--- src/rtl/ex_mem_reg_pkg.sv ---
// rtl/ex_mem_reg_pkg.sv - shared widths, encodings and slot-action decode for the EX->MEM register
package ex_mem_reg_pkg;

  localparam int REG_BUS_W        = 32;
  localparam int REG_ADD_BUS_W    = 5;
  localparam int DOUBLE_REG_BUS_W = 2 * REG_BUS_W;

  localparam logic [REG_BUS_W-1:0]     ZERO_WORD    = '0;
  localparam logic [REG_ADD_BUS_W-1:0] NOP_REG_ADDR = '0;

  localparam logic WRITE_ENABLE  = 1'b1;
  localparam logic WRITE_DISABLE = 1'b0;
  localparam logic STOP          = 1'b1;
  localparam logic NO_STOP       = 1'b0;
  localparam logic RST_ENABLE    = 1'b1;

  typedef enum logic [1:0] {
    ACT_ADVANCE,
    ACT_BUBBLE,
    ACT_HOLD,
    ACT_FLUSH
  } slot_act_e;

  // MEM stalled without EX is not a legal vector; it falls through to advance.
  function automatic slot_act_e slot_action(input logic flush,
                                            input logic ex_stall,
                                            input logic mem_stall);
    if (flush) begin
      return ACT_FLUSH;
    end
    if (ex_stall == STOP && mem_stall == NO_STOP) begin
      return ACT_BUBBLE;
    end
    if (ex_stall == STOP) begin
      return ACT_HOLD;
    end
    return ACT_ADVANCE;
  endfunction

endpackage

--- src/rtl/ex_mem_reg.sv ---
// rtl/ex_mem_reg.sv - EX->MEM pipeline register with stall hold/bubble and accumulate state carry
// Optional flush port and behaviour enabled by defining EX_MEM_FLUSH_EN.
module ex_mem_reg
  import ex_mem_reg_pkg::*;
#(
  parameter int DATA_W  = 32,
  parameter int ADDR_W  = 5,
  parameter int STALL_W = 6,
  parameter int EX_IDX  = 3,
  parameter int MEM_IDX = 4
) (
  input  logic                clk,
  input  logic                rst,
  input  logic [STALL_W-1:0]  stall,
  input  logic [ADDR_W-1:0]   ex_wd,
  input  logic                ex_wreg,
  input  logic [DATA_W-1:0]   ex_wdata,
  input  logic                ex_whilo,
  input  logic [DATA_W-1:0]   ex_hi,
  input  logic [DATA_W-1:0]   ex_lo,
  input  logic [2*DATA_W-1:0] hilo_tmp_i,
  input  logic [1:0]          cnt_i,
`ifdef EX_MEM_FLUSH_EN
  input  logic                flush,
`endif
  output logic [ADDR_W-1:0]   mem_wd,
  output logic                mem_wreg,
  output logic [DATA_W-1:0]   mem_wdata,
  output logic                mem_whilo,
  output logic [DATA_W-1:0]   mem_hi,
  output logic [DATA_W-1:0]   mem_lo,
  output logic                mem_valid,
  output logic [2*DATA_W-1:0] hilo_tmp_o,
  output logic [1:0]          cnt_o
);

  logic                flush_req;
  logic                unused_stall;
  slot_act_e           act;

  logic [ADDR_W-1:0]   mem_wd_d,    mem_wd_q;
  logic                mem_wreg_d,  mem_wreg_q;
  logic [DATA_W-1:0]   mem_wdata_d, mem_wdata_q;
  logic                mem_whilo_d, mem_whilo_q;
  logic [DATA_W-1:0]   mem_hi_d,    mem_hi_q;
  logic [DATA_W-1:0]   mem_lo_d,    mem_lo_q;
  logic                mem_valid_d, mem_valid_q;
  logic [2*DATA_W-1:0] hilo_tmp_d,  hilo_tmp_q;
  logic [1:0]          cnt_d,       cnt_q;

`ifdef EX_MEM_FLUSH_EN
  assign flush_req = flush;
`else
  assign flush_req = 1'b0;
`endif

  assign unused_stall = ^stall;
  assign act          = slot_action(flush_req, stall[EX_IDX], stall[MEM_IDX]);

  always_comb begin
    mem_wd_d    = mem_wd_q;
    mem_wreg_d  = mem_wreg_q;
    mem_wdata_d = mem_wdata_q;
    mem_whilo_d = mem_whilo_q;
    mem_hi_d    = mem_hi_q;
    mem_lo_d    = mem_lo_q;
    mem_valid_d = mem_valid_q;
    hilo_tmp_d  = hilo_tmp_q;
    cnt_d       = cnt_q;
    case (act)
      ACT_FLUSH: begin
        mem_wd_d    = '0;
        mem_wreg_d  = WRITE_DISABLE;
        mem_wdata_d = '0;
        mem_whilo_d = WRITE_DISABLE;
        mem_hi_d    = '0;
        mem_lo_d    = '0;
        mem_valid_d = 1'b0;
        hilo_tmp_d  = '0;
        cnt_d       = '0;
      end
      // The bubble clears the slot but keeps the accumulate partial product alive.
      ACT_BUBBLE: begin
        mem_wd_d    = '0;
        mem_wreg_d  = WRITE_DISABLE;
        mem_wdata_d = '0;
        mem_whilo_d = WRITE_DISABLE;
        mem_hi_d    = '0;
        mem_lo_d    = '0;
        mem_valid_d = 1'b0;
        hilo_tmp_d  = hilo_tmp_i;
        cnt_d       = cnt_i;
      end
      ACT_ADVANCE: begin
        mem_wd_d    = ex_wd;
        mem_wreg_d  = ex_wreg;
        mem_wdata_d = ex_wdata;
        mem_whilo_d = ex_whilo;
        mem_hi_d    = ex_hi;
        mem_lo_d    = ex_lo;
        mem_valid_d = 1'b1;
        hilo_tmp_d  = '0;
        cnt_d       = '0;
      end
      default: begin
      end
    endcase
  end

  always_ff @(posedge clk) begin
    if (rst == RST_ENABLE) begin
      mem_wd_q    <= '0;
      mem_wreg_q  <= WRITE_DISABLE;
      mem_wdata_q <= '0;
      mem_whilo_q <= WRITE_DISABLE;
      mem_hi_q    <= '0;
      mem_lo_q    <= '0;
      mem_valid_q <= 1'b0;
      hilo_tmp_q  <= '0;
      cnt_q       <= '0;
    end else begin
      mem_wd_q    <= mem_wd_d;
      mem_wreg_q  <= mem_wreg_d;
      mem_wdata_q <= mem_wdata_d;
      mem_whilo_q <= mem_whilo_d;
      mem_hi_q    <= mem_hi_d;
      mem_lo_q    <= mem_lo_d;
      mem_valid_q <= mem_valid_d;
      hilo_tmp_q  <= hilo_tmp_d;
      cnt_q       <= cnt_d;
    end
  end

  assign mem_wd     = mem_wd_q;
  assign mem_wreg   = mem_wreg_q;
  assign mem_wdata  = mem_wdata_q;
  assign mem_whilo  = mem_whilo_q;
  assign mem_hi     = mem_hi_q;
  assign mem_lo     = mem_lo_q;
  assign mem_valid  = mem_valid_q;
  assign hilo_tmp_o = hilo_tmp_q;
  assign cnt_o      = cnt_q;

  stall_monotone_a: assert property (@(posedge clk) disable iff (rst)
    !(stall[MEM_IDX] && !stall[EX_IDX]));

endmodule

--- config.mk ---
export PLATFORM = sky130hd
export DESIGN_NAME = ex_mem_reg
export DESIGN_NICKNAME = d
export VERILOG_FILES = /design/src/rtl/ex_mem_reg_pkg.sv /design/src/rtl/ex_mem_reg.sv
export SDC_FILE = /design/constraint.sdc
export NUM_CORES = 1
export LEC_CHECK = 0
export CORE_MARGIN = 4
export CORE_UTILIZATION = 39
export DETAILED_ROUTE_END_ITERATION = 7
export GPL_TIMING_DRIVEN = 0
export PLACE_DENSITY = 0.85
export SLEW_MARGIN = 20
export SYNTH_ARGS = -nofsm -noshare
export SYNTH_HDL_FRONTEND = slang
export SYNTH_SLANG_ARGS = --single-unit
--- constraint.sdc ---
create_clock -name clk -period 1.3 [get_ports clk]
set_clock_uncertainty 0.2 [all_clocks]
set_input_delay 0.195 -clock clk [delete_from_list [all_inputs] [get_ports clk]]
set_output_delay 0.195 -clock clk [all_outputs]
set_load 0.1 [all_outputs]
==> results of run 1 <==
## through the flow
stage | instance area, um2 | cells | TNS, ns | util, % | worst slack [ns]
floorplan | 6560 | 675 | 0 | - | 0.125
global placement | 10200 | 1230 | -101.71 | 64.1 | -0.595
detailed placement | 10200 | 1230 | -103.67 | 64.1 | -0.592
CTS | 12600 | 1271 | -10.52 | 79.0 | -0.0839
global route | 12800 | 1296 | -12.83 | 80.5 | -0.0948
finish | 12800 | 1296 | -8.83 | 80.5 | -0.0810
## flip-flops by register name, summed over array words and instances, names as in the netlist
signal      flops
hilo_tmp_o     64
mem_lo         32
cnt_o           2
mem_wreg        1
mem_valid       1
mem_wdata      32
mem_whilo       1
mem_hi         32
mem_wd          5
## repair_timing
action / 4_1_cts / 5_1_grt
hold buffers: 0 / 0
buffers inserted: 9 / 25
gates resized for setup: 1536 / 21
cloned: 0 / 0
setup endpoints to repair: 170 / 170
## cells in the mapped netlist
master    count
dfxtp_1     170
a21oi_1     104
nand2b_1    103
nand3_1     103
mux2i_1      66
nor2_1       66
buf_2        23
clkbuf_1     20
buf_4        14
buf_6         4
nand2_1       1
nand2b_4      1
## power by group through the flow
stage | clock [mW] | combinational [mW] | sequential [mW]
after CTS | 5.04 | 3.87 | 5.71
after detailed placement | 0 | 3.36 | 5.70
after global routing | 5.26 | 4.12 | 5.71
after floorplan | 0 | 0.615 | 7.31
final | 5.03 | 4.01 | 5.70
after global placement | 0 | 3.33 | 5.69
## kinds of logic after synthesis
family                 after synthesis
flip-flops                         170
buffers and inverters               61
AND/OR/NAND/NOR                    274
AO/OA/AOI/OAI                      104
multiplexers                        66
## routing by layer
layer  global-route usage (%)  up-vias
met3                     11.4       97
met4                     15.6        0
li1                         -     3051
met5                        0        -
met2                     52.1      400
met1                     26.8     3266
## final timing paths
kind                                    from           end  slack (ns)  cells past startpoint
worst max register to register  mem_wdata[5]  mem_wdata[5]        0.10                      2
worst min register to register     mem_hi[0]     mem_hi[0]        0.28                      2
worst max-delay path              mem_hi[30]    mem_hi[30]       -0.08                      1
worst min-delay path                stall[3]      cnt_o[1]        0.04                      4
## final cells by class
type | instances | area [um2]
Buffer | 61 | 340
Sequential cell | 170 | 3680
Clock buffer | 23 | 488
Fill cell | 816 | 3110
Multi-Input combinational cell | 444 | 2610
Tap cell | 216 | 270
Clock inverter | 9 | 90.1
Timing Repair Buffer | 373 | 5350
==> qor.csv, run 1 <==
stage;metric;value;unit
detailed_routing;wl_met3;2.94;mm
timing;drv_slew;0;
logic_synthesis;synthTopCellsByArea;dfxtp_1 (54%), mux2i_1 (10%), nand2b_1 (10%);
floorplan;die_w;136;um
logic_synthesis;synth_simple_gate_area_share;22.4;%
detailed_routing;drt_iter0_markers;332;
layout;drive_above_1_share;41.3;%
detailed_routing;via_per_inst;5.26;
timing;finalHoldViolations;0;
logic_synthesis;synth_top_family_by_area;simple AND/OR/NAND/NOR gates;
cts;clockBufferDepth;2;
run_status;violations;negative setup slack;
pwr;max-vdd-ir-drop;0.000810;V
pwr;p_switching;4.81;mW
grt;track_usage;28.4;%
pwr;pwr-share-clk;34.1;%
layout;layout_commonest_cell;buf_12;
critical_path;cp.required;0.90;ns
logic_synthesis;synth.mux.area_fraction;10.4;%
pwr;p_int;9.93;mW
layout;nNetsFinal;1244;
critical_path;crit_fanout;2;
logic_synthesis;synthXorXnorAreaFrac;0;%
timing;worst_slew_pin_slew;0.595;ns
grt;antenna_found_initial;0;
pwr;switching_share;32.6;%
timing;fin_crit_sh;106;%
critical_path;cpPeakStageDelay;0.38;ns
detailed_routing;ant_nets;0;
logic_synthesis;synthAdderAreaFrac;0;%
timing;max_freq;724;MHz
logic_synthesis;syn_inst;675;
logic_synthesis;yosys.area.top_type_share;53.6;%
logic_synthesis;seq_area_frac_synth;53.6;%
grt;grt_pass1_wl;40.3;mm
timing;timing.final.crit_period;1.38;ns
pwr;pwr-share-seq;38.7;%
critical_path;critical_path_class;flop to output port;
run_status;status;complete, but fails checks;
critical_path;cp.arrival;0.99;ns
cts;h-tree-depth;4;
timing;relSlewSlack;60.3;%
grt;overflow;0;
floorplan;rows;46;
detailed_routing;wl_met2;15.1;mm
worst_hold_path;hold_path.class;primary input to flop;
logic_synthesis;synth_compound_area_share;8.20;%
logic_synthesis;yosys_warnings;0;
floorplan;ios;347;
cts;worstSkewPairLatency;0.42;ns
detailed_routing;detail_route.wl_per_cell;22.4;um
layout;diodes;0;
critical_path;crit_slowest_cell;dfxtp_2;
floorplan;core-area;15900;um2
floorplan;die_h;136;um
floorplan;die-area;18400;um2
logic_synthesis;synth_area;6350;um2
logic_synthesis;synth_nets;852;
logic_synthesis;avgSynthCellArea;9.41;um2
detailed_routing;drcViolationCount;0;
logic_synthesis;synth_top_area_cell;dfxtp_1;
detailed_routing;totalWireLength;29.1;mm
pwr;p_leak;5.13;nW
place;post-dp-hpwl;16.9;mm
critical_path;critPathLaunchType;flop;
place;port_buffers;339;
cts;clkSlewWorstSetupHoldPaths;0.07;ns
critical_path;critPathTopFamily;flip-flops;
timing;fin_hold_ws;0.0394;ns
place;gp_congestion;0.824;
flow_run;maxCapViolations;0;
cts;root_buffer;clkbuf_16;
grt;grt_max_degree;17;
detailed_routing;top_layer_used;met4;
pwr;pwr-share-comb;27.2;%
cts;cts_tree;built;
detailed_routing;wl_met1;9.60;mm
pwr;power_density;1150;nW/um2
critical_path;crit_buf_inv;1;
detailed_routing;first_pass_iters;5;
grt;grt_pass1_vias;7375;
floorplan;start_util;39.8;%
timing;setup_slack;-0.0810;ns
critical_path;crit_chain;buf_12;
layout;final_cell_mix;buf_12 (170), clkdlybuf4s50_1 (169), dfxtp_2 (143);
pwr;power.total;14.7;mW
cts;clock_sinks;170;
critical_path;critPathCaptureType;output port;
logic_synthesis;yosysUniqueCellTypes;12;
logic_synthesis;synth-seq-cells;170;
layout;area_delta_synth_final;102;%
detailed_routing;vias;6814;
timing;setup_violations;170;
timing;rsz0062_at_grt;yes;
cts;cts_made_buffers;17;
Note: power is estimated with default switching activity, not from simulation.
==> inputs of run 2 (changes only) <==
--- a/config.mk
+++ b/config.mk
@@ -7,4 +7,6 @@
 export LEC_CHECK = 0
+export CAP_MARGIN = 10
 export CORE_MARGIN = 4
 export CORE_UTILIZATION = 39
+export CTS_BUF_LIST = sky130_fd_sc_hd__clkbuf_16
 export DETAILED_ROUTE_END_ITERATION = 7
--- a/constraint.sdc
+++ b/constraint.sdc
@@ -4,2 +4,2 @@
 set_output_delay 0.195 -clock clk [all_outputs]
-set_load 0.1 [all_outputs]
+set_load 0.02 [all_outputs]
==> run 2 against run 1 <==
- the flow now finishes without violations
- utilization decreased by 11 points
- worst setup slack better by 0.081 ns
- hold slack improved by 0.0092 ns
- combinational power shrank 47%
- global-route usage is 5.3 points lower
- critical path depth stayed put
- clock power is 4% lower
- total power is 15% lower
==> qor.csv, run 2 (synthesis gave the netlist of run 1 again) <==
stage;metric;value;unit;change
critical_path;critical_path_class;flop to output port;;unchanged
pwr;pwr-share-seq;44.7;%;was 38.7%
layout;layout_commonest_cell;buf_6;;was buf_12
grt;gr-usage-met1;24.4;%;was 26.8%
cts;cts_tree;built;;unchanged
layout;fill_cells;1185;;was 816
timing;fin_crit_sh;100;%;was 106%
place;place_ws;-0.205;ns;was -0.592 ns
floorplan;start_util;39.8;%;unchanged
timing;worst_slew_pin_slew;0.523;ns;was 0.595 ns
timing;setup_violations;0;;was 170
timing;drv_slew;0;;unchanged
detailed_routing;first_pass_iters;4;;was 5
detailed_routing;drt_iter0_markers;302;;was 332
pwr;power_density;1140;nW/um2;was 1150 nW/um2
detailed_routing;detail_route.wl_per_cell;17.4;um;was 22.4 um
worst_hold_path;min_from;stall[3];;unchanged
place;port_buffers;339;;unchanged
floorplan;ios;347;;unchanged
critical_path;crit_buf_inv;1;;unchanged
grt;grt_pass1_vias;6340;;was 7,375
pwr;pwr-share-comb;16.7;%;was 27.2%
detailed_routing;vias;6280;;was 6,814
floorplan;core-area;15900;um2;unchanged
timing;finalHoldViolations;0;;unchanged
flow_run;maxCapViolations;0;;unchanged
critical_path;cp.required;0.90;ns;about the same
grt;busiest_layer;met2;;unchanged
critical_path;critPathCaptureType;output port;;unchanged
timing;max_freq;769;MHz;was 724 MHz
cts;clkSlewWorstSetupHoldPaths;0.06;ns;was 0.07 ns
floorplan;die-area;18400;um2;unchanged
cts;hold_buffers;0;;unchanged
layout;largest_reg_flops;64;;unchanged
detailed_routing;drcViolationCount;0;;unchanged
layout;drive_above_1_share;39.7;%;was 41.3%
cts;cts_made_buffers;17;;unchanged
worst_hold_path;hold_path.class;primary input to flop;;unchanged
critical_path;cpPeakStageDelay;0.36;ns;was 0.38 ns
run_status;status;completed;;was complete, but fails checks
layout;nNetsFinal;1222;;was 1,244
worst_hold_path;min_to;cnt_o[1];;unchanged
layout;area_delta_synth_final;74.6;%;was 102%
pwr;switching_share;25.0;%;was 32.6%
detailed_routing;ant_nets;0;;unchanged
critical_path;crit_fanout;2;;unchanged
pwr;max-vdd-ir-drop;0.000796;V;was 0.000810 V
grt;antenna_found_initial;0;;unchanged
detailed_routing;totalWireLength;22.1;mm;was 29.1 mm
place;gp_congestion;0.793;;was 0.824
grt;overflow;0;;unchanged
layout;multiInputGateArea;2610;um2;unchanged
layout;final_cell_mix;buf_6 (174), dfxtp_2 (170), clkdlybuf4s50_1 (169);;was buf_12 (170), clkdlybuf4s50_1 (169), dfxtp_2 (143)
floorplan;die_h;136;um;unchanged
critical_path;r2r_start;hilo_tmp_o[26];;was mem_wdata[5]
grt;grt.met2_usage;40.2;%;was 52.1%
critical_path;r2r-end;hilo_tmp_o[26];;was mem_wdata[5]
timing;rsz0062_at_grt;yes;;unchanged
cts;h-tree-depth;4;;unchanged
floorplan;die_w;136;um;unchanged
cts;clock_sinks;170;;unchanged
layout;diodes;0;;unchanged
critical_path;regToRegSetupSlack;0.33;ns;was 0.10 ns
worst_hold_path;worstHoldPathCells;4;;unchanged
detailed_routing;via_per_inst;4.93;;was 5.26
timing;timing.final.crit_period;1.30;ns;was 1.38 ns
critical_path;r2r_cells;3;;was 2
critical_path;crit_chain;buf_6;;was buf_12
timing;relSlewSlack;65.1;%;was 60.3%
layout;seqCellArea;3620;um2;was 3680 um2
grt;use_met3;9.62;%;was 11.4%
cts;root_buffer;clkbuf_16;;unchanged
floorplan;rows;46;;unchanged
critical_path;critPathTopFamily;flip-flops;;unchanged
pwr;p_int;9.44;mW;was 9.93 mW
cts;clockBufferDepth;2;;unchanged
timing;setup_slack;0.000155;ns;was -0.0810 ns
pwr;p_switching;3.14;mW;was 4.81 mW
cts;worstSkewPairLatency;0.41;ns;was 0.42 ns
critical_path;crit_slowest_cell;dfxtp_2;;unchanged
grt;grt_pass1_wl;33.1;mm;was 40.3 mm
pwr;pwr-share-clk;38.5;%;was 34.1%
grt;track_usage;23.1;%;was 28.4%
grt;grt_max_degree;17;;unchanged
critical_path;critPathLaunchType;flop;;unchanged
critical_path;cp.arrival;0.90;ns;was 0.99 ns
place;post-dp-hpwl;16.6;mm;was 16.9 mm
pwr;p_leak;4.62;nW;was 5.13 nW
timing;fin_hold_ws;0.0486;ns;was 0.0394 ns
run 2: worst max-delay path by stage:
stage              startpoint        endpoint  slack, ns  depth (start not counted)
6_report       hilo_tmp_o[42]  hilo_tmp_o[42]     0.0002                          1
5_1_grt        hilo_tmp_o[42]  hilo_tmp_o[42]      -0.04                          1
4_1_cts        hilo_tmp_o[42]  hilo_tmp_o[42]      -0.02                          1
3_5_place_dp              rst      mem_lo[29]      -0.21                          4
3_3_place_gp              rst      mem_lo[29]      -0.24                          4
2_1_floorplan             rst       mem_hi[0]       0.16                          4
run 2: area by class of cell:
| cell class | count | area share, % |
|---|---|---|
| Tap cell | 216 | 2.44 |
| Clock buffer | 17 | 3.84 |
| Multi-Input combinational cell | 444 | 23.5 |
| Buffer | 61 | 3.07 |
| Clock inverter | 14 | 1.19 |
| Timing Repair Buffer | 351 | 33.3 |
| Sequential cell | 170 | 32.6 |
run 2: worst min-delay path: stages:
cell and delay [ns]:
buf_6 0.13, nand2b_4 0.09, buf_6 0.15, nor2_1 0.05
run 2: per-stage QoR:
step	instance area, um2	util [%]	TNS (ns)	cells	power, mW
after detailed placement	10000	62.8	-13.21	1230	7.69
after global routing	11100	69.5	-0.243	1273	13.1
final	11100	69.5	0	1273	12.6
after global placement	10000	62.8	-12.30	1230	7.66
after CTS	10800	67.8	-0.0404	1261	12.6
after floorplan	6350	-	0	675	6.54
run 2: what timing repair did:
item / 4_1_cts / 5_1_grt
hold endpoints to repair: 0 / 0
buffers inserted: 0 / 12
gates resized for setup: 1115 / 84
setup endpoints to repair: 170 / 87
run 2: power groups by stage:
stage | combinational [mW] | sequential (mW) | clock, mW
3_3_place_gp | 2.01 | 5.65 | 0
2_1_floorplan | 0.614 | 5.92 | 0
6_report | 2.11 | 5.63 | 4.85
3_5_place_dp | 2.04 | 5.66 | 0
4_1_cts | 2.06 | 5.61 | 4.95
5_1_grt | 2.25 | 5.65 | 5.16
run 2: routing by layer:
layer | wire length (um) | vias to the layer above | part of all wire (%)
met5 | 0 | - | 0
met4 | 725 | 0 | 3.3
met3 | 2410 | 47 | 11
met2 | 11100 | 262 | 50
met1 | 7890 | 2954 | 36
li1 | - | 3017 | -
